--- config.mk ---
export PLATFORM = sky130hd
export DESIGN_NAME = fp_div_flat
export DESIGN_NICKNAME = d
export VERILOG_FILES = /design/src/rtl/fp_div_if.sv /design/src/rtl/fp_div.sv /design/src/flat_wrapper.sv
export SDC_FILE = /design/constraint.sdc
export NUM_CORES = 1
export LEC_CHECK = 0
export ABC_AREA = 0
export ABC_CLOCK_PERIOD_IN_PS = 3950
export CORE_ASPECT_RATIO = 1.1
export CORE_MARGIN = 8
export CORE_UTILIZATION = 25
export CTS_CLUSTER_SIZE = 24
export DETAILED_ROUTE_END_ITERATION = 12
export PLACE_DENSITY_LB_ADDON = 0.15
export SLEW_MARGIN = 5
export SYNTH_ARGS = -nofsm -noshare
export SYNTH_HDL_FRONTEND = slang
export SYNTH_SLANG_ARGS = --single-unit
--- constraint.sdc ---
create_clock -name clk -period 3.95 [get_ports clk]
set_input_delay 0.395 -clock clk [delete_from_list [all_inputs] [get_ports clk]]
set_output_delay 0.395 -clock clk [all_outputs]
set_load 0.05 [all_outputs]
--- src/rtl/fp_div_if.sv ---
// Operand/result handshake bundle for fp_div. Defining FPDIV_STATUS_EN adds the
// flags field; it must be defined consistently for the interface and the divider.
interface fp_div_if;
  logic        in_valid;
  logic        in_ready;
  logic [31:0] I1;
  logic [31:0] I2;
  logic        out_valid;
  logic        out_ready;
  logic [31:0] out;
`ifdef FPDIV_STATUS_EN
  logic [3:0]  flags;

  modport master (output in_valid, I1, I2, out_ready,
                  input  in_ready, out_valid, out, flags);
  modport slave  (input  in_valid, I1, I2, out_ready,
                  output in_ready, out_valid, out, flags);
`else
  modport master (output in_valid, I1, I2, out_ready,
                  input  in_ready, out_valid, out);
  modport slave  (input  in_valid, I1, I2, out_ready,
                  output in_ready, out_valid, out);
`endif
endinterface

--- src/rtl/fp_div.sv ---
// Iterative IEEE-754 single-precision divider (I1 / I2), restoring mantissa division,
// truncating, denormals flushed. Optional macro FPDIV_STATUS_EN adds the status flags.
module fp_div #(
  parameter int unsigned BITS_PER_CYCLE = 1,
  parameter logic [31:0] NAN_VAL        = 32'hFFFF_FFFF
) (
  input  logic    clk,
  input  logic    rst_n,
  fp_div_if.slave bus
);
  localparam int unsigned QW    = 25;
  localparam int unsigned RW    = 26;
  localparam int unsigned NW    = 24;
  localparam int unsigned EW    = 10;
  localparam int unsigned STEPS = QW / BITS_PER_CYCLE;
  localparam int unsigned CW    = $clog2(STEPS + 1);

  typedef enum logic [1:0] {IDLE, DIVIDE, NORM, DONE} state_t;

  state_t               state;
  logic [RW-1:0]        rem;
  logic [NW-1:0]        div_n;
  logic [QW-1:0]        quo;
  logic [CW-1:0]        cnt;
  logic                 sign;
  logic signed [EW-1:0] exp_q;

  // Operand fields and classification of the offered operands
  logic [7:0]  e1_c, e2_c;
  logic [22:0] m1_c, m2_c;
  logic        a_nan_c, b_nan_c, a_inf_c, b_inf_c, a_zero_c, b_zero_c, sign_c;

  assign e1_c     = bus.I1[30:23];
  assign e2_c     = bus.I2[30:23];
  assign m1_c     = bus.I1[22:0];
  assign m2_c     = bus.I2[22:0];
  assign sign_c   = bus.I1[31] ^ bus.I2[31];
  assign a_zero_c = (e1_c == 8'd0);
  assign b_zero_c = (e2_c == 8'd0);
  assign a_inf_c  = (e1_c == 8'hFF) && (m1_c == 23'd0);
  assign b_inf_c  = (e2_c == 8'hFF) && (m2_c == 23'd0);
  assign a_nan_c  = (e1_c == 8'hFF) && (m1_c != 23'd0);
  assign b_nan_c  = (e2_c == 8'hFF) && (m2_c != 23'd0);

  // Special-case result, highest priority first
  logic        special_c, invalid_c, dbz_c;
  logic [31:0] spec_out_c;

  always_comb begin
    special_c  = 1'b1;
    invalid_c  = 1'b0;
    dbz_c      = 1'b0;
    spec_out_c = NAN_VAL;
    if (a_nan_c || b_nan_c || (a_inf_c && b_inf_c) || (a_zero_c && b_zero_c)) begin
      invalid_c = 1'b1;
    end else if (a_inf_c) begin
      spec_out_c = {sign_c, 8'hFF, 23'd0};
    end else if (b_zero_c) begin
      spec_out_c = {sign_c, 8'hFF, 23'd0};
      dbz_c      = 1'b1;
    end else if (b_inf_c || a_zero_c) begin
      spec_out_c = {sign_c, 31'd0};
    end else begin
      special_c = 1'b0;
    end
  end

  // BITS_PER_CYCLE restoring steps per DIVIDE cycle
  logic [RW-1:0]             rem_nxt_c;
  logic [BITS_PER_CYCLE-1:0] qbits_c;

  always_comb begin
    rem_nxt_c = rem;
    qbits_c   = '0;
    for (int i = 0; i < int'(BITS_PER_CYCLE); i++) begin
      if (rem_nxt_c >= RW'(div_n)) begin
        qbits_c[BITS_PER_CYCLE-1-i] = 1'b1;
        rem_nxt_c                   = rem_nxt_c - RW'(div_n);
      end
      rem_nxt_c = rem_nxt_c << 1;
    end
  end

  // Normalisation of the quotient and exponent range handling
  logic signed [EW-1:0] exp_n_c;
  logic [22:0]          man_c;
  logic                 ovf_c, unf_c;
  logic [31:0]          norm_out_c;

  always_comb begin
    if (quo[QW-1]) begin
      man_c   = quo[23:1];
      exp_n_c = exp_q;
    end else begin
      man_c   = quo[22:0];
      exp_n_c = exp_q - 10'sd1;
    end
    ovf_c = (exp_n_c >= 10'sd255);
    unf_c = (exp_n_c <= 10'sd0);
    if (ovf_c)      norm_out_c = {sign, 8'hFF, 23'd0};
    else if (unf_c) norm_out_c = {sign, 31'd0};
    else            norm_out_c = {sign, exp_n_c[7:0], man_c};
  end

`ifdef FPDIV_STATUS_EN
  logic denorm_c;
  assign denorm_c = (a_zero_c && (m1_c != 23'd0)) || (b_zero_c && (m2_c != 23'd0));
`endif

  always_ff @(posedge clk or negedge rst_n) begin
    if (!rst_n) begin
      state         <= IDLE;
      bus.in_ready  <= 1'b1;
      bus.out_valid <= 1'b0;
      bus.out       <= 32'h0;
      rem           <= '0;
      div_n         <= '0;
      quo           <= '0;
      cnt           <= '0;
      sign          <= 1'b0;
      exp_q         <= '0;
`ifdef FPDIV_STATUS_EN
      bus.flags     <= 4'h0;
`endif
    end else begin
      case (state)
        IDLE: begin
          if (bus.in_valid) begin
            sign         <= sign_c;
            rem          <= RW'({|e1_c, m1_c});
            div_n        <= {|e2_c, m2_c};
            exp_q        <= $signed({2'b00, e1_c}) - $signed({2'b00, e2_c}) + 10'sd127;
            quo          <= '0;
            cnt          <= '0;
            bus.in_ready <= 1'b0;
`ifdef FPDIV_STATUS_EN
            bus.flags    <= {invalid_c, dbz_c, 1'b0, denorm_c};
`endif
            if (special_c) begin
              bus.out       <= spec_out_c;
              bus.out_valid <= 1'b1;
              state         <= DONE;
            end else begin
              state <= DIVIDE;
            end
          end
        end
        DIVIDE: begin
          rem <= rem_nxt_c;
          quo <= QW'({quo, qbits_c});
          if (cnt == CW'(STEPS - 1)) begin
            cnt   <= '0;
            state <= NORM;
          end else begin
            cnt <= cnt + CW'(1);
          end
        end
        NORM: begin
          bus.out       <= norm_out_c;
          bus.out_valid <= 1'b1;
`ifdef FPDIV_STATUS_EN
          bus.flags[1]  <= ovf_c;
          bus.flags[0]  <= bus.flags[0] | unf_c;
`endif
          state         <= DONE;
        end
        DONE: begin
          if (bus.out_ready) begin
            bus.out_valid <= 1'b0;
            bus.in_ready  <= 1'b1;
            state         <= IDLE;
          end
        end
        default: state <= IDLE;
      endcase
    end
  end
endmodule

--- src/flat_wrapper.sv ---
// flat-port wrapper written by rule: the top's interface ports become plain ports
module fp_div_flat 
#(
  parameter int unsigned BITS_PER_CYCLE = 1,
  parameter logic [31:0] NAN_VAL        = 32'hFFFF_FFFF
)
  (clk, rst_n, bus_in_valid, bus_I1, bus_I2, bus_out_ready, bus_in_ready, bus_out_valid, bus_out);
  fp_div_if bus_i ();
  input  logic clk;
  input  logic rst_n;
  input wire logic [$bits(bus_i.in_valid)-1:0] bus_in_valid;
  input wire logic [$bits(bus_i.I1)-1:0] bus_I1;
  input wire logic [$bits(bus_i.I2)-1:0] bus_I2;
  input wire logic [$bits(bus_i.out_ready)-1:0] bus_out_ready;
  output wire logic [$bits(bus_i.in_ready)-1:0] bus_in_ready;
  output wire logic [$bits(bus_i.out_valid)-1:0] bus_out_valid;
  output wire logic [$bits(bus_i.out)-1:0] bus_out;
  assign bus_i.in_valid = bus_in_valid;
  assign bus_i.I1 = bus_I1;
  assign bus_i.I2 = bus_I2;
  assign bus_i.out_ready = bus_out_ready;
  assign bus_in_ready = bus_i.in_ready;
  assign bus_out_valid = bus_i.out_valid;
  assign bus_out = bus_i.out;
  fp_div #(.BITS_PER_CYCLE(BITS_PER_CYCLE), .NAN_VAL(NAN_VAL)) u_core (.clk(clk), .rst_n(rst_n), .bus(bus_i));
endmodule
Word-level counts from Yosys, hierarchy flattened
Cells that the tools add are included.
Widths: inputs -> output; s select.
{ "word_totals": {"regBits": 127, "inputBits": 68, "out_inout_bits": 34, "wordCells": 94} }
{ "op_classes": {"n_addsub": 5, "order_cmp": 3, "n_eq_ne": 10, "n_mux": 36, "n_bitwise": 1, "n_reduce_logical": 29} }
{ "ops": {"columns": ["cell", "n"], "rows": [
  ["$mux 32", 6],
  ["$pmux 32 s2", 1],
  ["$mux 31", 2],
  ["$pmux 26 s2", 1],
  ["$mux 25", 2],
  ["$pmux 25 s2", 1],
  ["$logic_not 23->1", 2],
  ["$reduce_bool 23->1", 2],
  ["$ge 26x24->1", 1],
  ["$mux 26", 1],
  ["$sub 25x24->25", 1],
  ["$mux 23", 1],
  ["$eq 8x8->1 const B", 2],
  ["$logic_not 8->1", 2],
  ["$reduce_or 8->1", 2],
  ["$add 10x8->10 const B", 1],
  ["$ge 10x9->1 const B", 1],
  ["$le 10x1->1 const B", 1],
  ["$mux 1", 10],
  ["$mux 10", 1],
  ["$mux 5", 2],
  ["$pmux 5 s2", 1],
  ["$sub 10x2->10 const B", 1],
  ["$reduce_and 3->1", 3],
  ["19 further kinds", 36]
]} }

Longest topological paths before layout
{ "logic_depth": {"ltp_word": 10, "mapped_depth": 12, "ltp_nobuf": 12} }

Least setup slack after synthesis
No wires, ideal clock.
{ "synth_path": {"path_kind": "flip-flop to flip-flop", "startpoint": "register u_core.div_n[0]", "endpoint": "register u_core.rem[25]", "setup_time_ns": 0.126, "t_arrival_ns": 2.634, "t_required_ns": 3.824, "setup_slack_ns": 1.190, "path_stages_with_launch": 12, "path_buffers": 1, "synth_period_minus_slack_ns": 2.760, "cell_sequence": "dfrtp_1 ha_1 fa_1 and2b_1 o2111ai_1 a21boi_2 a21oi_1 o22a_1 a21oi_2 buf_4 a31oi_1 a221o_1"} }
{ "synth_between": {"elab_chain_cells": 3, "word_cells_on_any_way": 4, "classes_between": "add/sub: 1; order compare: 1; mux: 2"} }
{ "synth_lines": {"columns": ["element", "line", "rtl"], "rows": [
  ["start: declaration", "fp_div.sv:22", "logic [NW-1:0] div_n;"],
  ["start signal: assignment", "fp_div.sv:131", "div_n <= {|e2_c, m2_c};"],
  ["$sub 25x24->25 / $ge 26x24->1 (equally long branches)", "fp_div.sv:78, fp_div.sv:76", null],
  ["$mux 25 (*)", "fp_div.sv:76", "if (rem_nxt_c >= RW'(div_n)) begin"],
  ["$pmux 26 s2 (*)", "fp_div.sv:126", "case (state)"],
  ["end signal: assignment", "fp_div.sv:130", "rem <= RW'({|e1_c, m1_c});"],
  ["end signal: assignment", "fp_div.sv:149", "rem <= rem_nxt_c;"],
  ["end: declaration", "fp_div.sv:21", "logic [RW-1:0] rem;"]
]} }
Every way passes the cells marked *; elsewhere a longest branch is shown, timed or not.
A chain may end at the register's enable or synchronous reset.

Final worst setup path
{ "layout_path": {"startpoint": "register u_core.div_n[0]", "endpoint": "register u_core.rem[22]"} }
The elaborated chain is that of the path after synthesis.

==> key figures <==
Run status
  • Status: finished clean

Power and ir drop
  • Gate power share: 59.1%
  • Sequential power share: 22.8%
  • Pwr Total: 9.23 mW
  • Pwr Density: 905 nW/um^2
  • Clk pwr share: 18.1%
  • Cell Int Power: 4.86 mW
  • Static Leak: 4.20 nW
  • Max VDD drop: 0.000361 V
  • Sw power: 4.36 mW
  • Switching Fraction: 47.3%

Synthesis
  • Yosys top cell area share: 38.9%
  • Fraction of synthesized area in multiplexers: 5.13%
  • Synth warn: 0
  • Mapped Avg Cell Area: 8.53 sq um
  • Netlist cell types: 67
  • Synth Area in Simple Gates: 21.4%
  • Top post-synthesis cells by area: dfrtp_1 39%, nand2_1 6.7%, ha_1 6.2%
  • Xor-xnor portion of the synthesized cell area: 4.11%
  • Adder-cell share of the synthesized area: 6.67%
  • Synth async-reset ratio: 100%
  • Post-Syn Nets: 1060
  • Area leader, netlist: dfrtp_1
  • Combinational family with the most area after synthesis: simple AND/OR/NAND/NOR gates
  • Top FF cell, synth: dfrtp_1
  • Register area share after synthesis: 39.2%
  • Syn Std Cell Area: 8100 sq um
  • Synth Register Bits: 127
  • Number of enable flip-flop cells after synthesis: 0
  • Post-Syn Instances: 950
  • Compound-Gate Fraction of Synth Area: 18.7%

Cells and area
  • Layout cells sized above 1: 6.39%
  • # fillers: 3409
  • N_diodes: 0
  • Register area: 3180 sq um
  • Final net count: 1146
  • Final Core Density: 31.8%
  • Area occupied by multi-input gates: 4550 sq um
  • Synth-to-layout area growth: 25.8%

STA
  • Max-slew violations: 0
  • Rel. slew slack: 26.6%
  • Setup Skew: 0.0117 ns
  • Peak Freq: 311 MHz
  • Setup_tns: 0 ns
  • Final hold vios: 0
  • Setup violators final: 0
  • Crit share post-route: 81.5%
  • Tmin final: 3.22 ns
  • Unrepaired setup endpoints after global routing: no
  • Slew @ Worst Pin: 1.10 ns
  • Setup ws final: 0.732 ns

Setup path
  • Setup Crit Path Kind: register to register
  • Slowest CP cell: dfrtp_1
  • Max incr delay on CP: 0.41 ns
  • Crit path arrival time: 3.55 ns
  • Nature of the critical path startpoint: register
  • Data required time of the worst path: 4.28 ns
  • CP endpoint kind: register
  • CP max FO: 19
  • Crit-path cells: ha_1, fa_1, and2b_1, o2111ai_1, a21boi_2, a21oi_1, o22a_1, a21oi_2, buf_12, nand2_1, o211ai_1

Clocking
  • Max H-tree Level: 4
  • Clk pin slew, worst setup/hold paths: 0.07 ns
  • PostCTS Resize Cnt: 0
  • CTS tree: done
  • Hold buffers post-CTS: 0
  • Setup repair bufs after CTS: 0
  • Max clock buf depth: 2
  • Root buf cell: clkbuf_16
  • Worst skew pair latency: 0.42 ns
  • CTS buffer count: 17
  • Clock sinks: 127

Floorplan
  • Die W: 188 um
  • Die Ht: 205 um
  • Core Box Area: 32100 sq um
  • Initial cell density of the core: 25.2%
  • Die Area: 38400 sq um
  • # IOs: 102
  • Row count: 69

GRT
  • Largest net degree at the start of global routing: 84
  • Vias in the first global route: 7343
  • GRT Overall Usage: 13.5%
  • Initial antenna violation count: 0
  • Global-route wire length before repair: 41100 um
  • Congestion Overflow GR: 0

Route
  • Routed len/inst: 17.3 um
  • Drc violations: 0
  • Initial DRC Count: 376
  • Vias per std cell: 4.82
  • Post-route ant nets: 0
  • TritonRoute pass-1 iters: 5
  • DR vias: 7104
  • Detailed Route WL: 25500 um

Placement
  • Post-DP HPWL: 18700 um
  • Port Buf Inserts: 101
  • Pre-CTS WS: 0.631 ns
  • GP Congestion: 0.835

Job
  • Max-cap violations: 0

Min path
  • Tightest Hold Check Type: input port to async pin
## critical path: cells and delay by family (launching register included)
family | cells | cell delay, ns
AO/OA/AOI/OAI | 6 | 1.39
AND/OR/NAND/NOR | 2 | 0.46
buffers and inverters | 1 | 0.23
flip-flops | 1 | 0.41
adder cells (fa/ha/maj) | 2 | 0.64
## cell usage after synthesis, types with 4 or more instances
library cell and instances:
a21boi_0 6, nand2_1 145, mux2_2 4, a31oi_1 8, nand4_1 14, nor3_1 24, and3_1 14, a211oi_1 9
nor2b_1 7, o21ai_1 4, and2_1 4, o31ai_1 12, xor2_1 15, or3_1 9, dfrtp_1 126, xnor2_1 23
ha_1 40, nand3_1 37, o22a_1 24, a21o_1 6, nor4_1 18, clkbuf_1 40, a21oi_1 50, mux2i_1 37
o21ai_0 77, nand2b_1 8, inv_1 49, o21a_1 8, nor2_1 73
## cell families (layout without fill, tap and decap cells)
logic type      count (synthesis)  in the layout
xor+xnor                       38             38
flops                         127            127
simple gates                  368            368
compound gates                237            237
mux                            41             41
buf+inv                        97            196
fa+ha+maj                      42             42
## power groups by stage
stage,Sequential (mW),Clock (mW),Combinational (mW)
after floorplan,2.55,0,3.48
after global placement,2.13,0,5.49
after detailed placement,2.13,0,5.48
after CTS,2.11,1.73,5.50
after global routing,2.17,1.78,6.05
final,2.11,1.67,5.45
## metrics by stage
step | hold slack (ns) | area (sq um) | instances
2_1_floorplan | 0.0994 | 8100 | 950
3_3_place_gp | 0.470 | 9580 | 1443
3_5_place_dp | 0.473 | 9580 | 1443
4_1_cts | 0.0766 | 10200 | 1475
5_1_grt | 0.0986 | 10200 | 1475
6_report | 0.0576 | 10200 | 1475
## metal layers
layer / wire [um] / global-route usage (%) / vias to the layer above
li1: - / - / 3549
met1: 11400 / 16.2 / 3376
met2: 12400 / 23.2 / 142
met3: 969 / 2.71 / 37
met4: 707 / 5.57 / 0
met5: 0 / 0 / -
## placed cells by master, fill, tap and decap left out, types with 4 or more instances in the layout
cell,instances
a211oi_1,9
a21boi_0,6
a21o_1,6
a21oi_1,50
a31oi_1,8
and3_1,14
buf_4,13
clkbuf_16,17
clkdlybuf4s50_1,100
dfrtp_1,126
ha_1,40
inv_1,49
mux2_2,4
mux2i_1,37
nand2_1,145
nand2b_1,8
nand3_1,37
nand4_1,14
nor2_1,73
nor2b_1,7
nor3_1,24
nor4_1,18
o21a_1,7
o21ai_0,76
o22a_1,24
o31ai_1,12
or3_1,9
xnor2_1,23
xor2_1,15
## final cells by class
type	instances	area share, %
clock buffers	18	4.31
clock inverters	14	1.78
inverters	49	1.80
multi-input cells	726	44.6
flip-flops and latches	127	31.2
well taps	426	5.23
repair buffers	115	11.1
## path summary, 6_finish.rpt
kind,depth (start not counted),slack (ns),endpoint,startpoint
setup / recovery,11,0.73,u_core.rem[22],u_core.div_n[0]
hold / removal,1,0.06,u_core.bus.out[8],rst_n
setup reg to reg,11,0.73,u_core.rem[22],u_core.div_n[0]
hold reg to reg,2,0.48,u_core.sign,u_core.sign
max in group asynchronous,2,2.97,u_core.bus.in_ready,rst_n
min in group clk,2,0.48,u_core.sign,u_core.sign
## state kept, by name, indices dropped and copies added (netlist names), 2 cells and up
register and flops:
u_core.bus.out 32, u_core.cnt 5, u_core.div_n 24, u_core.exp_q 10, u_core.quo 25, u_core.rem 26, u_core.state 2
Note: power is estimated with default switching activity, not from simulation.
